<file path="config.mk">
export PLATFORM = sky130hd
export DESIGN_NAME = sp_ram_arbiter
export DESIGN_NICKNAME = d
export VERILOG_FILES = /design/src/rtl/sp_ram_arbiter.sv
export SDC_FILE = /design/constraint.sdc
export NUM_CORES = 1
export LEC_CHECK = 0
export BUFFER_PORTS_ARGS = -buffer_cell sky130_fd_sc_hd__buf_4
export CORE_MARGIN = 5
export CORE_UTILIZATION = 25
export CTS_BUF_LIST = sky130_fd_sc_hd__clkbuf_8
export CTS_CLUSTER_SIZE = 16
export DETAILED_ROUTE_END_ITERATION = 12
export PLACE_DENSITY = 0.78
export SLEW_MARGIN = 20
export SYNTH_ARGS = -nofsm -noshare
export SYNTH_HDL_FRONTEND = slang
export SYNTH_SLANG_ARGS = --single-unit
</file>
<file path="constraint.sdc">
create_clock -name clk -period 1 [get_ports clk]
set_input_delay 0 -clock clk [delete_from_list [all_inputs] [get_ports clk]]
set_output_delay 0 -clock clk [all_outputs]
set_load 0.01 [all_outputs]
</file>
<file path="src/rtl/sp_ram_arbiter.sv">
// Round-robin arbiter giving two requesters shared access to one single-port RAM port.
// Latency: grant and RAM drive are combinational; read data and rvalid arrive 1 cycle after the grant.
// Backpressure: a requester that loses arbitration holds its request until gntN; nothing is queued inside.
module sp_ram_arbiter #(
    parameter int ADDR_W = 10,
    parameter int DATA_W = 16
) (
    input  logic              clk,
    input  logic              rst,
    input  logic              req0,
    input  logic              we0,
    input  logic [ADDR_W-1:0] addr0,
    input  logic [DATA_W-1:0] wdata0,
    input  logic              req1,
    input  logic              we1,
    input  logic [ADDR_W-1:0] addr1,
    input  logic [DATA_W-1:0] wdata1,
    output logic              gnt0,
    output logic              gnt1,
    output logic              rvalid0,
    output logic              rvalid1,
    output logic [DATA_W-1:0] rdata,
    output logic              ram_en,
    output logic              ram_we,
    output logic [ADDR_W-1:0] ram_addr,
    output logic [DATA_W-1:0] ram_di,
    input  logic [DATA_W-1:0] ram_dout
);

    typedef struct packed {
        logic              we;
        logic [ADDR_W-1:0] addr;
        logic [DATA_W-1:0] di;
    } ram_cmd_t;

    logic     prio;
    logic     rv0;
    logic     rv1;
    ram_cmd_t cmd0;
    ram_cmd_t cmd1;
    ram_cmd_t cmd_sel;

    assign cmd0 = {we0, addr0, wdata0};
    assign cmd1 = {we1, addr1, wdata1};

    // Grants are masked during reset so nothing reaches the RAM while rst is high.
    always_comb begin
        gnt0 = 1'b0;
        gnt1 = 1'b0;
        if (!rst) begin
            if (req0 && (!req1 || !prio)) begin
                gnt0 = 1'b1;
            end else if (req1) begin
                gnt1 = 1'b1;
            end
        end
    end

    always_comb begin
        cmd_sel = '0;
        if (gnt0) begin
            cmd_sel = cmd0;
        end else if (gnt1) begin
            cmd_sel = cmd1;
        end
    end

    assign ram_en   = gnt0 | gnt1;
    assign ram_we   = cmd_sel.we;
    assign ram_addr = cmd_sel.addr;
    assign ram_di   = cmd_sel.di;

    always_ff @(posedge clk or posedge rst) begin
        if (rst) begin
            prio <= 1'b0;
            rv0  <= 1'b0;
            rv1  <= 1'b0;
        end else begin
            if (gnt0) begin
                prio <= 1'b1;
            end else if (gnt1) begin
                prio <= 1'b0;
            end
            rv0 <= gnt0 & ~we0;
            rv1 <= gnt1 & ~we1;
        end
    end

    // The RAM output register already carries the returned word; no local capture needed.
    assign rvalid0 = rv0;
    assign rvalid1 = rv1;
    assign rdata   = ram_dout;

endmodule

</file>
==> impl_results.md <==
* Residual DRC at 0
* Worst EP required at 1000 ps
* Crit-path max cell delay at between 400 and 500 ps
* Reg area at around 76 sq um
* Outcome: finished, violations left
* Router iterations before antenna repair at 4
* Startpoint Class: register
* Syn Inst Count at a little under 100
* Routability cong. at 0.7299
* Max Cap Violations at 0
* PortBufs at 89
* Yosys warns at 0
* I/O pin cnt at 122
* DRT iter0 DRCs at 33
* Clock sink count at 3
* Flops & latches, synth at 3
* Worst Path Arrival at roughly 1300 ps
* Fraction of layout instances using a drive strength above 1 at 59.88%
* Die height at 63.13 um
* Crit Path Class: register to output pin
* Yosys cell types at 17
* Top cells by area, synth: a32oi_1 (34%), buf_4 (20%), nor2_1 (15%), dfrtp_1 (11%), buf_8 (4.3%)
* Pins Over Slew Limit at 0
* Violated checks: negative setup slack
* Multi-input gate area at between 400 and 500 sq um
* Power per cell area at 890.5 mW/mm^2
* Filler Cell Count at 281
* Die Span X at between 60 and 70 um
* Total congestion overflow at 0
* Row Count at 19
* Initial antenna violation count at 0
* Area Growth Syn to Fin at 92.91%
* Syn_area_per_cell at approximately 7.3 sq um
* Total GRT Usage at roughly 15%
* RSZ-0062 raised after global routing: true
* Die footprint at 0.003985 sq mm
* Most frequent cells in the layout: buf_4 (92), nor2_1 (29), a32oi_1 (27)
* Post-synth top area share at about a third
* Fin area at 0.001361 sq mm
* Tmin final at around 1300 ps
* HPWL after DPL at ~2400 um
* Crit share post-route at 131.8%
* Clk buf depth at 2
* Clock Skews at 0.2757 ps
* Power after layout at about 1.2 mW
* # setup viols final at 31
* Max Clk Rate at 758.7 MHz
* Average wire per standard cell at 16.04 um
* Leading area contributor after synthesis: a32oi_1
* Sequential share of the synthesized area at around a tenth
* Nets at about 250
* Headroom to the max-slew limit at 87.81%
* CP max FO at 14
* Num CTS Buffers at 3
* Starting density of the core at 25.81%
* Commonest non-fill, non-tap cell in the layout: buf_4
* Slowest-stage cell, CP: dfrtp_2
* Vias in the first global route at 993
* Final hold vios at 0
* First-pass GRT wire length at around 4900 um
* Vias per std cell at 5.084
* Core Region at approximately 0.0027 sq mm
* H-Tree Depth at 1
* Clock transition at the registers of the reported paths at ~30 ps
* VDD IR max at slightly below 800 uV
* Placed cell area at roughly 0.0013 sq mm
* Syn_nets at 171
* Worst hold-check path type: primary input to output pin
* CTS root buf: clkbuf_8
* Worst-path cell chain: nand2b_4 -> a32oi_1 -> nor2_1 -> buf_4
* Largest net degree at the start of global routing at 18
* Remaining antenna violation count at 0
* Setup TNS Final at -8782 ps
* Worst-Skew Late Latency at between 200 and 250 ps
* Placed cell count at ~200
* CP Capture Type: output pin
* Worst-Margin Slew at around 180 ps
* Vias at just over 1000
* Leak at around 0.7 nW
* Fin worst setup slack at -318.0 ps
* R2R Setup Slk at -130 ps
* Cell Area, Synth at approximately 710 sq um
* WL final at between 3000 and 4000 um
* Antenna cell count at 0
* CTS tree: done
* Post-route insts no fill at slightly above 200
-- path summary, 6_finish.rpt --
check | to | startpoint | cells after the start
min in group asynchronous | rvalid1 | rst | 3
max in group asynchronous | prio | rst | 3
worst max register to register | rvalid1 | prio | 3
worst min-delay path | rdata[2] | ram_dout[2] | 0
worst min register to register | prio | prio | 3
worst max-delay path | ram_di[9] | prio | 4
-- power breakdown --
group	switching (mW)	total, mW	internal, mW
Clock	0.0760	0.337	0.261
Combinational	0.313	0.724	0.411
Sequential	0.0158	0.151	0.135
-- state kept, by name, indices dropped and copies added (netlist names) --
name and count:
prio 1, rvalid0 1, rvalid1 1
-- logic make-up after synthesis --
kind of cell / share of synthesized area (%)
AOI/OAI and AO/OA: 37.59
DFF: 10.64
and+or+nand+nor: 21.81
buffers and inverters: 29.96
-- critical path: cells and delay by family (launching register included) --
kind	cells	cell delay (ps)
and+or+nand+nor	2	300
buffers and inverters	1	140
AOI/OAI and AO/OA	1	230
DFF	1	440
-- synth_stat cells --
cell	instances
a21oi_1	1
buf_4	19
nand2_1	1
or2b_1	1
buf_2	4
nor2_1	29
buf_6	1
a21boi_4	1
o21ai_0	1
nand2b_1	2
a32oi_1	27
nor2b_1	1
inv_1	1
clkbuf_1	1
and2b_1	2
buf_8	2
dfrtp_1	3
-- per-stage QoR --
step / setup slack (ps) / util [%] / hold WS, ps
floorplan: -152.9 / - / 65.64
global placement: -173.7 / 46.18 / -34.77
detailed placement: -205.8 / 46.18 / -28.08
CTS: -327.2 / 49.79 / 0.06862
global route: -406.7 / 49.79 / 0.01504
finish: -318.0 / 49.79 / 0.003906
-- repair_timing --
action                     CTS  global route
hold endpoints to repair     4             0
gates cloned                 1             0
pin swaps                    1             0
resized for setup            5             0
hold buffers                 2             0
setup endpoints to repair   30            31
setup buffers                1             0
-- cell type report --
type,count,share of cell area [%]
timing repair buffer,97,55.33
multi-input combinational,67,32.63
sequential,3,5.607
clock buffer,3,3.033
tap,31,2.849
clock inverter,1,0.2757
inverter,1,0.2757
-- routing by layer --
metal / routed length, um / track usage [%] / vias up
met5: 0 / 0 / -
met3: 278 / 3.552 / 16
met2: 1663 / 25.77 / 45
li1: - / - / 499
met1: 1251 / 17.85 / 472
met4: 62 / 6.366 / 0
No activity file was read; power rests on OpenSTA's default activity.
